==> src/rtl/fetch_pkg.sv <==
// Shared fetch-path types: word width, NOP encoding, queue entry layout and occupancy states.
// Used by the PC, prefetch queue and decode stages; no logic of its own.
package fetch_pkg;

    localparam int WORD_W = 32;
    localparam logic [WORD_W-1:0] NOP_INSTR = 32'h0;

    typedef struct packed {
        logic [WORD_W-1:0] pc1;
        logic [WORD_W-1:0] instr;
    } fq_entry_t;

    typedef enum logic [1:0] {
        FQ_EMPTY,
        FQ_PARTIAL,
        FQ_FULL
    } fq_state_e;

    function automatic fq_state_e fq_state(input int cnt, input int depth);
        if (cnt == 0)
            return FQ_EMPTY;
        else if (cnt >= depth)
            return FQ_FULL;
        else
            return FQ_PARTIAL;
    endfunction

endpackage

==> src/rtl/fetch_queue_if.sv <==
// Fetch-to-decode queue bundle: push side from fetch, head/pop side to decode, plus status.
// master = fetch/decode/flush drivers, slave = the queue itself.
interface fetch_queue_if #(
    parameter int DEPTH = 4,
    parameter int WIDTH = 32
);
    localparam int CNT_W = $clog2(DEPTH) + 1;

    logic             push;
    logic [WIDTH-1:0] push_pc1;
    logic [WIDTH-1:0] push_instr;
    logic             full;
    logic             pop;
    logic             out_valid;
    logic [WIDTH-1:0] out_pc1;
    logic [WIDTH-1:0] out_instr;
    logic             flush;
    logic [CNT_W-1:0] count;
    logic             err_overflow;
    logic             err_underflow;

    modport master (
        output push, push_pc1, push_instr, pop, flush,
        input  full, out_valid, out_pc1, out_instr, count, err_overflow, err_underflow
    );

    modport slave (
        input  push, push_pc1, push_instr, pop, flush,
        output full, out_valid, out_pc1, out_instr, count, err_overflow, err_underflow
    );

endinterface

==> src/rtl/fq_storage.sv <==
// Queue register file: one synchronous write port, one asynchronous read port, no reset.
// Write visible on the read port one cycle later; no backpressure (caller gates wr_en).
module fq_storage #(
    parameter int DEPTH  = 4,
    parameter int DATA_W = 64,
    localparam int ADDR_W = $clog2(DEPTH)
) (
    input  logic              clk,
    input  logic              wr_en,
    input  logic [ADDR_W-1:0] wr_addr,
    input  logic [DATA_W-1:0] wr_dat,
    input  logic [ADDR_W-1:0] rd_addr,
    output logic [DATA_W-1:0] rd_dat
);

    logic [DATA_W-1:0] mem_q [DEPTH];
    logic [DATA_W-1:0] mem_d [DEPTH];

    always_comb begin
        mem_d = mem_q;
        if (wr_en)
            mem_d[wr_addr] = wr_dat;
    end

    always_ff @(posedge clk) begin
        mem_q <= mem_d;
    end

    assign rd_dat = mem_q[rd_addr];

endmodule

==> src/rtl/fetch_queue.sv <==
// Instruction prefetch FIFO (first-word-fall-through): push-to-head latency 1 cycle, no bypass.
// Backpressure via full decoded from registered count; pushes while full are dropped and flagged.
module fetch_queue
    import fetch_pkg::*;
#(
    parameter int DEPTH = 4,
    parameter int WIDTH = WORD_W
) (
    input  logic          clk,
    input  logic          reset,
    fetch_queue_if.slave  fq
);

    localparam int PTR_W = $clog2(DEPTH);
    localparam int CNT_W = PTR_W + 1;

    logic [PTR_W-1:0]   wr_ptr_q, wr_ptr_d;
    logic [PTR_W-1:0]   rd_ptr_q, rd_ptr_d;
    logic [CNT_W-1:0]   count_q,  count_d;
    logic               err_ovf_q, err_ovf_d;
    logic               err_unf_q, err_unf_d;

    logic               push_acc;
    logic               pop_acc;
    logic               full;
    logic               out_valid;
    fq_state_e          state;
    logic [2*WIDTH-1:0] head_dat;

    // Status comes from registered count only, keeping push/pop/flush off the full path.
    assign state     = fq_state(int'(count_q), DEPTH);
    assign full      = (state == FQ_FULL);
    assign out_valid = (state != FQ_EMPTY);

    always_comb begin
        push_acc  = fq.push && !full && !fq.flush;
        pop_acc   = fq.pop && out_valid && !fq.flush;

        wr_ptr_d  = wr_ptr_q + PTR_W'(push_acc);
        rd_ptr_d  = rd_ptr_q + PTR_W'(pop_acc);
        count_d   = count_q + CNT_W'(push_acc) - CNT_W'(pop_acc);

        // Wrong-path traffic during a flush is discarded silently.
        err_ovf_d = err_ovf_q | (fq.push & full & ~fq.flush);
        err_unf_d = err_unf_q | (fq.pop & ~out_valid & ~fq.flush);

        if (fq.flush) begin
            wr_ptr_d = '0;
            rd_ptr_d = '0;
            count_d  = '0;
        end
    end

    always_ff @(posedge clk) begin
        if (!reset) begin
            wr_ptr_q  <= '0;
            rd_ptr_q  <= '0;
            count_q   <= '0;
            err_ovf_q <= 1'b0;
            err_unf_q <= 1'b0;
        end else begin
            wr_ptr_q  <= wr_ptr_d;
            rd_ptr_q  <= rd_ptr_d;
            count_q   <= count_d;
            err_ovf_q <= err_ovf_d;
            err_unf_q <= err_unf_d;
        end
    end

    fq_storage #(
        .DEPTH  (DEPTH),
        .DATA_W (2*WIDTH)
    ) u_storage (
        .clk     (clk),
        .wr_en   (push_acc),
        .wr_addr (wr_ptr_q),
        .wr_dat  ({fq.push_pc1, fq.push_instr}),
        .rd_addr (rd_ptr_q),
        .rd_dat  (head_dat)
    );

    assign fq.full          = full;
    assign fq.out_valid     = out_valid;
    assign fq.out_pc1       = out_valid ? head_dat[2*WIDTH-1:WIDTH] : '0;
    assign fq.out_instr     = out_valid ? head_dat[WIDTH-1:0] : WIDTH'(NOP_INSTR);
    assign fq.count         = count_q;
    assign fq.err_overflow  = err_ovf_q;
    assign fq.err_underflow = err_unf_q;

endmodule

==> src/flat_wrapper.sv <==
// flat-port wrapper written by rule: the top's interface ports become plain ports
module fetch_queue_flat import fetch_pkg::*;
#(
    parameter int DEPTH = 4,
    parameter int WIDTH = WORD_W
)
  (clk, reset, fq_push, fq_push_pc1, fq_push_instr, fq_pop, fq_flush, fq_full, fq_out_valid, fq_out_pc1, fq_out_instr, fq_count, fq_err_overflow, fq_err_underflow);
  fetch_queue_if #(.DEPTH(DEPTH), .WIDTH(WIDTH)) fq_i ();
  input  logic clk;
  input  logic reset;
  input wire logic [$bits(fq_i.push)-1:0] fq_push;
  input wire logic [$bits(fq_i.push_pc1)-1:0] fq_push_pc1;
  input wire logic [$bits(fq_i.push_instr)-1:0] fq_push_instr;
  input wire logic [$bits(fq_i.pop)-1:0] fq_pop;
  input wire logic [$bits(fq_i.flush)-1:0] fq_flush;
  output wire logic [$bits(fq_i.full)-1:0] fq_full;
  output wire logic [$bits(fq_i.out_valid)-1:0] fq_out_valid;
  output wire logic [$bits(fq_i.out_pc1)-1:0] fq_out_pc1;
  output wire logic [$bits(fq_i.out_instr)-1:0] fq_out_instr;
  output wire logic [$bits(fq_i.count)-1:0] fq_count;
  output wire logic [$bits(fq_i.err_overflow)-1:0] fq_err_overflow;
  output wire logic [$bits(fq_i.err_underflow)-1:0] fq_err_underflow;
  assign fq_i.push = fq_push;
  assign fq_i.push_pc1 = fq_push_pc1;
  assign fq_i.push_instr = fq_push_instr;
  assign fq_i.pop = fq_pop;
  assign fq_i.flush = fq_flush;
  assign fq_full = fq_i.full;
  assign fq_out_valid = fq_i.out_valid;
  assign fq_out_pc1 = fq_i.out_pc1;
  assign fq_out_instr = fq_i.out_instr;
  assign fq_count = fq_i.count;
  assign fq_err_overflow = fq_i.err_overflow;
  assign fq_err_underflow = fq_i.err_underflow;
  fetch_queue #(.DEPTH(DEPTH), .WIDTH(WIDTH)) u_core (.clk(clk), .reset(reset), .fq(fq_i));
endmodule
==> config.mk <==
export PLATFORM = sky130hd
export DESIGN_NAME = fetch_queue_flat
export DESIGN_NICKNAME = d
export VERILOG_FILES = /design/src/rtl/fetch_pkg.sv /design/src/rtl/fetch_queue_if.sv /design/src/rtl/fq_storage.sv /design/src/rtl/fetch_queue.sv /design/src/flat_wrapper.sv
export SDC_FILE = /design/constraint.sdc
export NUM_CORES = 1
export LEC_CHECK = 0
export BUFFER_PORTS_ARGS = -buffer_cell sky130_fd_sc_hd__buf_2
export CORE_ASPECT_RATIO = 0.6
export CORE_MARGIN = 3
export CORE_UTILIZATION = 25
export CTS_CLUSTER_DIAMETER = 40
export DETAILED_ROUTE_END_ITERATION = 10
export GPL_TIMING_DRIVEN = 0
export SYNTH_ARGS = -nofsm -noshare
export SYNTH_HDL_FRONTEND = slang
export SYNTH_HIERARCHICAL = 1
export SYNTH_SLANG_ARGS = --single-unit
==> constraint.sdc <==
create_clock -name clk -period 7.4 [get_ports clk]
set_input_delay 0.74 -clock clk [delete_from_list [all_inputs] [get_ports clk]]
set_output_delay 0.74 -clock clk [all_outputs]
set_load 0.02 [all_outputs]
==> Word-level counts from Yosys, hierarchy flattened <==
Index checks and enable logic that the tools add are counted.
{ "word_totals": {"inputBits": 69, "word_cells": 49, "out_inout_bits": 71, "regBits": 265} }
{ "classes": {"bitwise_logic": 11, "n_reduce_logical": 10, "n_addsub": 4, "eq_ne": 1, "mux": 10, "magnitude_cmp": 4} }
{ "op_table": {"columns": ["op", "n"], "rows": [
  ["$bwmux 256", 1],
  ["$mux 64", 3],
  ["$bmux 64 s2", 1],
  ["$demux 64 s2", 1],
  ["$mux 32", 2],
  ["$ge 3x3->1 const B", 3],
  ["$not 2->3", 2],
  ["$logic_and 1x1->1", 5],
  ["$add 2x1->2", 2],
  ["$and 1x1->1", 4],
  ["$mux 2", 2],
  ["$add 3x1->3", 1],
  ["$logic_not 3->1", 1],
  ["$lt 3x1->1 const B", 1],
  ["$not 1->1", 3],
  ["$sub 3x1->3", 1],
  ["$eq 2x2->1 const B", 1],
  ["$logic_not 1->1", 2],
  ["$or 1x1->1", 2],
  ["$reduce_bool 2->1", 1],
  ["$reduce_or 2->1", 1]
]} }

==> Logic depth before layout (Yosys ltp) <==
Gate-level depths: netlist (run 1).
{ "depth": {"ltp_word": 9, "ltp_mapped": 8, "mapped_depth_nobuf": 8} }

==> By module <==
The synthesis (run 1) kept the hierarchy.
{ "modules_own_cells": {"columns": ["module", "cells_per_inst", "area_each_um2", "seq_area_each_um2", "n_inst"], "rows": [
  ["fq_storage", 338, 9341.5, 7687.4, 1],
  ["fetch_queue", 113, 879.6, 180.2, 1]
]} }

==> Least setup slack after synthesis (run 1) <==
Ideal clock, no wire load.
{ "synth_path": {"path_kind": "in2reg", "from": "in fq_flush", "to": "reg u_core/u_storage/mem_q[192] (netlist bit), enable pin", "setup_time_ns": 0.579, "t_required_ns": 6.821, "setup_slack_ns": 0.935, "arrival_time_ns": 5.887, "path_stages": 2, "n_path_buf": 0, "path_cell_list": "nor3b_1 -> nor3b_1"} }
{ "synth_via": {"elab_chain_cells": 2} }
{ "synth_rtl": {"columns": ["element", "line_no", "rtl"], "rows": [
  ["from (decl)", "flat_wrapper.sv:15", "input wire logic [$bits(fq_i.flush)-1:0] fq_flush;"],
  ["$logic_not 1->1", "fetch_queue.sv:36", "push_acc = fq.push && !full && !fq.flush;"],
  ["$logic_and 1x1->1", "fetch_queue.sv:36", null],
  ["to (signal assigned)", "fq_storage.sv:26", "mem_q <= mem_d;"],
  ["to (decl)", "fq_storage.sv:16", "logic [DATA_W-1:0] mem_q [DEPTH];"]
]} }
No other way between the ends.
A chain may end at the register's enable or synchronous reset.

==> Worst setup path after layout (run 1) <==
{ "layout_path": {"from": "reg u_core.rd_ptr_q[1]", "to": "out fq_out_pc1[27]"} }
{ "layout_via": {"elab_chain_cells": 5} }
{ "layout_rtl": {"columns": ["element", "line_no", "rtl"], "rows": [
  ["from (decl)", "fetch_queue.sv:18", "logic [PTR_W-1:0] rd_ptr_q, rd_ptr_d;"],
  ["from (signal assigned)", "fetch_queue.sv:63", "rd_ptr_q <= rd_ptr_d;"],
  ["$not 2->3 (implied by the code)", "fq_storage.sv:29", "assign rd_dat = mem_q[rd_addr];"],
  ["$bmux 64 s2", "fq_storage.sv:29", null],
  ["$mux 64 (implied by the code) (2 in series)", "fq_storage.sv:29", null],
  ["via u_core.head_dat[59]", "fetch_queue.sv:28", "logic [2*WIDTH-1:0] head_dat;"],
  ["$mux 32", "fetch_queue.sv:84", "assign fq.out_pc1 = out_valid ? head_dat[2*WIDTH-1:WIDTH] : '0;"],
  ["to (decl)", "flat_wrapper.sv:18", "output wire logic [$bits(fq_i.out_pc1)-1:0] fq_out_pc1;"]
]} }
The timed path passes the listed nets, and every way through them passes these cells. The select of a mux whose other input is x is not followed.

==> results.md, run 1 <==
- The flow ran to the end, and the final reports show no timing, DRC or antenna violations.
- The average footprint of a synthesized cell is 22.7 um^2.
- Once detail routing completed, the nets flagged for antenna violations numbered 0.
- By instance count, the cell type seen most on the critical path is sky130_fd_sc_hd__buf_2.
- The cell at the root of the clock tree is sky130_fd_sc_hd__clkbuf_16.
- The critical path is of the reg2out type.
- For this run, the top clock speed supported by timing is 333 MHz.
- The share of the Yosys chip area taken by registers is 0.770.
- The number of hold violations in the final report is 0.
- The actual transition at the worst max-transition pin is 0.738 ns.
- The placement-stage worst setup slack is 4.22 ns.
- 140 I/O pins were placed.
- The instance area at placement is 11,800 um^2.
- For this design, the slowest cell found on the critical path is sky130_fd_sc_hd__buf_2.
- Wires add up to 21,900 um.
- The via count of the first global-routing pass is 5,287.
- The die outline area is 43,400 um^2.
- The worst slack on hold paths is 0.395 ns.
- The post-CTS resize count is 0.
- In this run the worst path has a maximum fanout of 10.
- The reported net switching power is 0.703 mW.
- The switching share of power is 0.218.
- The wire length of the first global-routing pass is 33,200 um.
- The initial utilization of the core area, before any placement, comes to 0.258.
- Of the post-synthesis cell area, the part taken by muxes is 0.142.
- The routed length per instance is 18.6 um.
- The final layout contains 706 nets.
- The row count is 56.
- Walking the worst path, the cells encountered are clkbuf_2, buf_2, mux4_2, and2_1, buf_2.
- The completed layout was analyzed and its total power is 3.23 mW.
- The post-synthesis share of cell area spent on xor and xnor gates is 0.00343.
- The detailed-routing iteration count for the pre-antenna-repair pass is 4.
- The total power density per cell area is 254 nW/um^2.
- The portion of synthesized cell area occupied by the leading cell type is 0.752.
- Entering global routing, the biggest net connects 39 pins.
- The area of the core is 39,700 um^2.
- The data required time of the worst path is 6.66 ns.
- The DRC violation count after routing is 0.
- The total routing resource utilization after global routing is 0.102.
- STA classifies the critical path startpoint as a flop.
- Summing every instance area after synthesis gives 10,200 um^2.
- The async set-reset flop share out of synthesis is 0.
- The total of hold buffers inserted after clock tree synthesis is 0.
- Setup slack closes at 4.40 ns.
- The final count of pins violating max slew is 0.
- The portion of total power attributed to the clock network is 0.430.
- Detailed placement ended at an HPWL of 14,700 um.
- In the finished design, the share of the clock period the worst path needs comes to 0.406.
- For this run, the leading register cell type out of synthesis is sky130_fd_sc_hd__edfxtp_1.
- The clock net sink count is 265.
- Of the total synthesized cell area, the portion taken by AND, OR, NAND and NOR gates is 0.0517.
- sky130_fd_sc_hd__edfxtp_1 takes more of the synthesized area than any other cell.
- The arrival time at the worst endpoint is 2.26 ns.
- The largest family of logic cells by synthesized area is multiplexers.
- The peak supply drop is 183 uV.
- The summed area of non-filler cells in the final layout is 12,700 um^2.
- The number of diodes is 0.
- The area share of fa/ha/maj cells after synthesis is 0.00441.
- The post-layout minimum cycle time is 3.00 ns.
- Measured along the y axis, the die boundary spans 163 um.
- In this run the tool buffered the top-level ports with 139 buffer cells.
- The number of instances in the synthesized netlist is 451.
- Relative to the synthesized area, the layout overhead comes to 24.3%.
- The vias after detailed routing is 4,888.
- The leakage power summed over all cells is 4.37 nW.
- The post-CTS setup buffer count is 0.
- The total internal power is 2.52 mW.
- The number of warnings issued by yosys is 6.
- The post-synth net total is 523.
- The clock transition at the registers of the reported paths is 0.06 ns.
- For the final database, setup skew stands at 0.0119 ns.
- Dividing the detail-routed via count by the number of cells gives 4.15.
- The number of max-cap violations is 0.
- The share of the synthesized area in compound gates (AO/OA/AOI/OAI) is 0.00343.
- Routability-driven placement finished with a final weighted congestion of 0.687.
- In this run the horizontal extent of the chip is 267 um.
- The worst max-slew margin expressed relative to the limit is 0.507.
- The number of storage elements in the synthesis netlist is 265.
- In this run, synthesis inferred 256 flip-flops with an integrated enable.
- The proportion of power drawn by flip-flops and latches is 0.519.
- Setup repair after global routing left no endpoint under its margin.
- Summed over all failing endpoints, the final setup total negative slack is 0 ns.
- The largest single stage delay on the critical path is 0.37 ns.
- The nature of the critical path endpoint is a primary output.
- The min-delay analysis places its worst path in the category in2reg.
- By area the synthesized netlist is led by sky130_fd_sc_hd__edfxtp_1 75%, sky130_fd_sc_hd__mux4_2 13%, sky130_fd_sc_hd__and2_1 4.1%.
- The maximum number of buffers from clock root to sink is 3.
- The CTS tree is yes.
- The number of H-tree levels is 1.
- The initial antenna violation count is 3.
- The number of clock buffers added by TritonCTS is 31.
- The remaining global-route overflow is 0.
- The share of post-route cells with drive strength above 1 is 0.429.
- Clock latency on the worst-skew pair, taken at its later pin, is 0.56 ns.
- The initial DRC count is 295.
- Setup violations remaining at the end of the flow were counted as 0.
- The number of library cell types mapped by synthesis is 28.
- The share of total power dissipated in combinational logic is 0.050.
==> registers in the layout, indices dropped and copies added, names as in the netlist <==
register	count
u_core/wr_ptr_q	2
u_core/fq.count	3
u_core/fq.err_overflow	1
u_core/rd_ptr_q	2
u_core/u_storage/mem_q	256
u_core/fq.err_underflow	1
==> cell families after synthesis <==
| group | count (synthesis) |
|---|---|
| AND/OR/NAND/NOR | 84 |
| XOR/XNOR | 4 |
| adder cells (fa/ha/maj) | 3 |
| buffers and inverters | 25 |
| AO/OA/AOI/OAI | 6 |
| multiplexers | 64 |
| flip-flops | 265 |
==> worst max-delay path: cells and delay by family (launching register included) <==
| family | cells | cell delay (ns) |
|---|---|---|
| buffers and inverters | 3 | 0.83 |
| muxes | 1 | 0.37 |
| DFF | 1 | 0.34 |
| and+or+nand+nor | 1 | 0.18 |
==> synth_stat cells, types with 2 or more instances <==
cell type	instances
sky130_fd_sc_hd__or3_1	2
sky130_fd_sc_hd__nor2_1	3
sky130_fd_sc_hd__buf_12	6
sky130_fd_sc_hd__buf_6	7
sky130_fd_sc_hd__inv_1	2
sky130_fd_sc_hd__nand2_1	3
sky130_fd_sc_hd__nor3b_1	2
sky130_fd_sc_hd__buf_2	7
sky130_fd_sc_hd__a31oi_1	2
sky130_fd_sc_hd__mux4_2	60
sky130_fd_sc_hd__and3b_1	2
sky130_fd_sc_hd__o21ai_0	2
sky130_fd_sc_hd__and2_1	67
sky130_fd_sc_hd__nor2b_1	3
sky130_fd_sc_hd__ha_1	2
sky130_fd_sc_hd__mux4_1	4
sky130_fd_sc_hd__dfxtp_1	9
sky130_fd_sc_hd__xnor2_1	3
sky130_fd_sc_hd__edfxtp_1	256
==> power by group through the flow <==
stage | clock network [mW] | registers [mW] | logic [mW]
after floorplan | 0 | 1.71 | 0.0849
after global placement | 0 | 1.71 | 0.159
after detailed placement | 0 | 1.71 | 0.168
after CTS | 1.44 | 1.68 | 0.169
after global routing | 1.51 | 1.68 | 0.180
final | 1.39 | 1.68 | 0.163
==> worst paths after layout <==
path | startpoint | to | slack (ns) | cells after the start
max | u_core/rd_ptr_q[1] | fq_out_pc1[27] | 4.40 | 5
min | fq_push_pc1[7] | u_core/u_storage/mem_q[167] | 0.39 | 1
max reg2reg | u_core/fq.count[2] | u_core/u_storage/mem_q[231] | 4.67 | 6
min reg2reg | u_core/rd_ptr_q[1] | u_core/rd_ptr_q[1] | 0.50 | 2
==> stage by stage <==
stage,cells,utilization
6_report,1179,0.320
3_5_place_dp,1123,0.297
5_1_grt,1179,0.320
3_3_place_gp,1112,0.292
4_1_cts,1179,0.320
2_1_floorplan,451,-
==> layout by cell type (no fill, tap or decap), types with 3 or more instances in the layout <==
cell                        Yosys  routed
sky130_fd_sc_hd__clkinv_2       0       5
sky130_fd_sc_hd__nor2_1         3       3
sky130_fd_sc_hd__buf_2          7     146
sky130_fd_sc_hd__clkbuf_1       1       7
sky130_fd_sc_hd__and2_1        67      67
sky130_fd_sc_hd__inv_8          0       4
sky130_fd_sc_hd__edfxtp_1     256     256
sky130_fd_sc_hd__xnor2_1        3       3
sky130_fd_sc_hd__buf_6          7      15
sky130_fd_sc_hd__buf_16         0       3
sky130_fd_sc_hd__nand2_1        3       3
sky130_fd_sc_hd__mux4_2        60      60
sky130_fd_sc_hd__nor2b_1        3       3
sky130_fd_sc_hd__mux4_1         4       4
sky130_fd_sc_hd__clkinv_1       0       5
sky130_fd_sc_hd__dfxtp_1        9       9
sky130_fd_sc_hd__buf_12         6       6
sky130_fd_sc_hd__clkbuf_16      0      31
==> routing by layer <==
metal	vias to the layer above	part of all wire	GRT usage
met5	-	0	0
met4	0	0.023	0.0229
met3	46	0.049	0.0258
met2	116	0.48	0.169
met1	2520	0.45	0.137
li1	2206	-	-
==> cell type report <==
cell class                      instances  area, um^2
Multi-Input combinational cell        161        2120
Sequential cell                       265        7870
Clock buffer                           37         798
Buffer                                 22         243
Timing Repair Buffer                  150         868
Clock inverter                         19         148
Fill cell                            3822       27000
Inverter                                3        11.3
Tap cell                              522         653
No activity file was read; power rests on OpenSTA's default activity.
==> run 2: changes to the inputs <==
Settings changed: ABC_AREA set to 1.
Clock period 7.4 ns to 2.4 ns, I/O delays scaled along.
==> results.md, run 2 <==
- The final clock period utilization by the worst path is 0.939.
- The mapped cell area is 11,900 um^2.
- The initial antenna violation count was 0.
- Across all hold checks on the routed design, the worst slack comes to 0.0441 ns.
- The largest register by flop count is u_core/u_storage/mem_q.
- In this run, the number of DRC markers left after iteration 0 of detailed routing was 519.
- The data required time of the worst path is 2.61 ns.
- The actual transition at the worst max-transition pin is 1.02 ns.
- The design draws 11.3 mW.
- For the finished layout, the period the worst path requires is 2.25 ns.
- STA classifies the critical path endpoint as a flop.
- After floorplanning, the core was divided into 61 placement rows.
- The final worst-path setup slack is 0.146 ns.
- The via count of the first global-routing pass was 8,414.
- During I/O placement, the number of pins put on the boundary was 140.
- The proportion of power drawn by flip-flops and latches is 0.459.
- The most numerous cell type found on the critical path is sky130_fd_sc_hd__buf_16.
- The final layout contains routed wiring with a total length of 30,600 um.
- The vias after detailed routing is 8,308.
- The top cell types in the final layout, fill and taps aside, are 335 x sky130_fd_sc_hd__inv_1, 329 x sky130_fd_sc_hd__nand2_1, 256 x sky130_fd_sc_hd__edfxtp_1, 149 x sky130_fd_sc_hd__buf_2, 130 x sky130_fd_sc_hd__nand3_1.
- The first detailed-routing pass took 5 iterations.
- Of the total power, the share spent switching nets is 0.218.
- After synthesis, the share of flip-flops with an asynchronous set or reset is 0.
- In this run the static leakage power is 7.42 nW.
- In the final design database the tool counted 1,540 nets.
- The total half-perimeter wirelength after legalization and detailed placement is 21,000 um.
- The number of max-cap violations is 0.
- The count of input and output buffers is 139.
- Dividing total power by cell area gives a power density of 711 nW/um^2.
- By count the netlist is led by 337 x sky130_fd_sc_hd__inv_1, 329 x sky130_fd_sc_hd__nand2_1, 256 x sky130_fd_sc_hd__edfxtp_1.
- In the final timing run, aggregate negative setup slack is 0 ns.
- The total routing resource utilization after global routing is 0.123.
- The area of the core is 46,700 um^2.
- The worst setup path category is reg2reg.
- For this configuration, the core starts out at a cell density of 0.255.
- The area of the multi-input gates is 2500 um^2.
- The netlist uses 23 different library cells.
- The instance area at placement is 13,900 um^2.
- The clock transition at the registers of the reported paths is 0.06 ns.
- Summing all flip-flop and latch instances after layout gives 7880 um^2.
- Along the worst hold path, the cell count comes to 4.
- The die covers 50,400 um^2.
- The number of cells in the design after placement is 1,991.
- Counting flops with a built-in enable in the synthesized netlist gives 256.
- A synthesized cell averages 9.89 um^2.
- The commonest non-fill, non-tap cell in the layout is sky130_fd_sc_hd__inv_1.
- Once detail routing completed, the nets flagged for antenna violations numbered 0.
- The detail-routed via count per cell is 3.91.
- The maximum number of buffers from clock root to sink is 3.
- For this run, the register share of the synthesized area comes to 0.660.
- The number of non-filler instances in the completed layout is 2,126.
- The number of clock buffers added by TritonCTS is 38.
- The wire length of the first global-routing pass is 47,600 um.
- The reported net switching power is 2.45 mW.
- After detailed routing, the average wire length per cell comes to 14.4 um.
- Prior to clock tree synthesis, the placed netlist has a worst setup slack of 0.0000271 ns.
- The clock insertion delay at the later pin of the skew report is 0.52 ns.
- The remaining global-route overflow is 0.
- The cell with the largest stage delay on the worst path is sky130_fd_sc_hd__nor3_4.
- The number of instances in the synthesized netlist is 1,205.
- In this run the vertical extent of the chip is 175 um.
- The portion of synthesized cell area occupied by the leading cell type is 0.645.
- Entering global routing, the biggest net connects 17 pins.
- Among all cell types in the netlist, the one instantiated most often is sky130_fd_sc_hd__inv_1.
- Walking the worst path, the cells encountered are nor2_1, nand2_1, inv_2, inv_4, nor3_4, buf_16, buf_16.
- The flow ran to the end, and the final reports show no timing, DRC or antenna violations.
- The tightest min-delay check is of the in2reg type.
- The number of hold violations in the final report is 0.
- The cell at the root of the clock tree is sky130_fd_sc_hd__clkbuf_16.
- The number of H-tree levels is 2.
- The kind of start point of the critical path is a flop.
- The setup violation total in the final timing report is 0.
- In this design, the stage delay of the slowest critical-path cell is 0.77 ns.
- Of all nets on the critical path, the largest fanout is 16.
- The worst max-slew margin expressed relative to the limit is 0.318.
- Data arrives at the worst endpoint at 2.47 ns.
- The share of total power dissipated in the clock network is 0.480.
- The main flop type after synthesis is sky130_fd_sc_hd__edfxtp_1.
- The number of nets handed over by synthesis was 1,277.
- By area the synthesized netlist is led by sky130_fd_sc_hd__edfxtp_1 64%, sky130_fd_sc_hd__inv_1 11%, sky130_fd_sc_hd__nand2_1 10%.
- The internal power of the cells totals 8.80 mW.
- VDD sags by at most 316 uV.
- The congestion estimate from routability-driven global placement came to 0.731.
- The final count of pins violating max slew is 0.
- The number of diodes is 0.
- After detailed routing, the number of remaining DRC violations is 0.
- Derived from the worst setup path, the maximum achievable clock frequency is 444 MHz.
- The CTS tree is yes.
- The worst-case reg-to-reg path depth is 7.
- The number of storage elements in the synthesis netlist is 265.
- Measured along the x axis, the die boundary spans 288 um.
- The core occupancy in the finished layout is 0.339.
- The number of warnings issued by yosys is 6.
- The share of post-route cells with drive strength above 1 is 0.199.
- The cell taking the most area after synthesis is sky130_fd_sc_hd__edfxtp_1.
- The post-synthesis to final-layout area growth is 32.8%.
- The register with the most flip-flops in the layout has 256 of them.
- The clock skew is 0.0170 ns.
- The number of inserted filler cells in the final layout is 4,687.
- The part of the power in combinational logic is 0.061.
- The finished cells cover 15,800 um^2.
- The clock net sink count is 265.
[run 2: changes by cell type after synthesis, moves of 5 or more]
| cell | previous run | this run |
|---|---|---|
| sky130_fd_sc_hd__and2_1 | 67 | 0 |
| sky130_fd_sc_hd__buf_2 | 7 | 22 |
| sky130_fd_sc_hd__nor3_1 | 0 | 5 |
| sky130_fd_sc_hd__buf_4 | 0 | 14 |
| sky130_fd_sc_hd__nand2_1 | 3 | 329 |
| sky130_fd_sc_hd__nor2_4 | 0 | 21 |
| sky130_fd_sc_hd__inv_1 | 2 | 337 |
| sky130_fd_sc_hd__nor2_1 | 3 | 56 |
| sky130_fd_sc_hd__nand3_1 | 0 | 130 |
| sky130_fd_sc_hd__mux4_2 | 60 | 0 |
[run 2: per-layer routing]
metal | wire (um) | global-route usage | vias up
li1 | - | - | 4210
met1 | 14000 | 0.160 | 3921
met2 | 14700 | 0.209 | 141
met3 | 1460 | 0.0284 | 36
met4 | 439 | 0.0272 | 0
met5 | 0 | 0 | -
[run 2: worst paths after layout]
path	start	endpoint	slack [ns]
hold / removal	fq_flush	u_core/rd_ptr_q[0]	0.04
setup / recovery	u_core/fq.count[2]	u_core/u_storage/mem_q[171]	0.15
hold reg to reg	u_core/fq.err_underflow	u_core/fq.err_underflow	0.47
setup reg to reg	u_core/fq.count[2]	u_core/u_storage/mem_q[171]	0.15
[run 2: timing repair]
item,4_1_cts,5_1_grt
gates resized for setup,8,27
hold endpoints to repair,258,0
hold buffers,66,0
buffers inserted,1,0
setup endpoints to repair,76,64
pin swaps,1,0
[run 2: layout make-up]
cell class                 instances  area share
sequential                       265       0.497
inverter                         340      0.0808
tap                              630      0.0498
timing repair buffer             223       0.113
multi-input combinational        551       0.158
clock buffer                      44      0.0615
buffer                            49      0.0233
clock inverter                    24      0.0165
[run 2: worst max-delay path, delay by kind of cell (launching register included)]
kind	cells	cell delay [ns]
flip-flops	1	0.37
AND/OR/NAND/NOR	3	0.95
buffers and inverters	4	0.60
[run 2: power by group through the flow]
| stage | clock network, mW | logic [mW] | registers, mW |
|---|---|---|---|
| 2_1_floorplan | 0 | 0.327 | 5.27 |
| 3_3_place_gp | 0 | 0.562 | 5.27 |
| 3_5_place_dp | 0 | 0.607 | 5.26 |
| 4_1_cts | 5.57 | 0.700 | 5.17 |
| 5_1_grt | 5.77 | 0.764 | 5.17 |
| 6_report | 5.40 | 0.686 | 5.17 |
[run 2: kinds of logic (layout without fill, tap and decap cells)]
group,Yosys count,in the layout,share of synthesized area
AOI/OAI and AO/OA,4,4,0.00178
xor gates and xnor gates,1,1,0.000735
adders and majority gates,3,3,0.00378
buffers and inverters,389,680,0.134
and+or+nand+nor,543,543,0.199
DFF,265,265,0.660
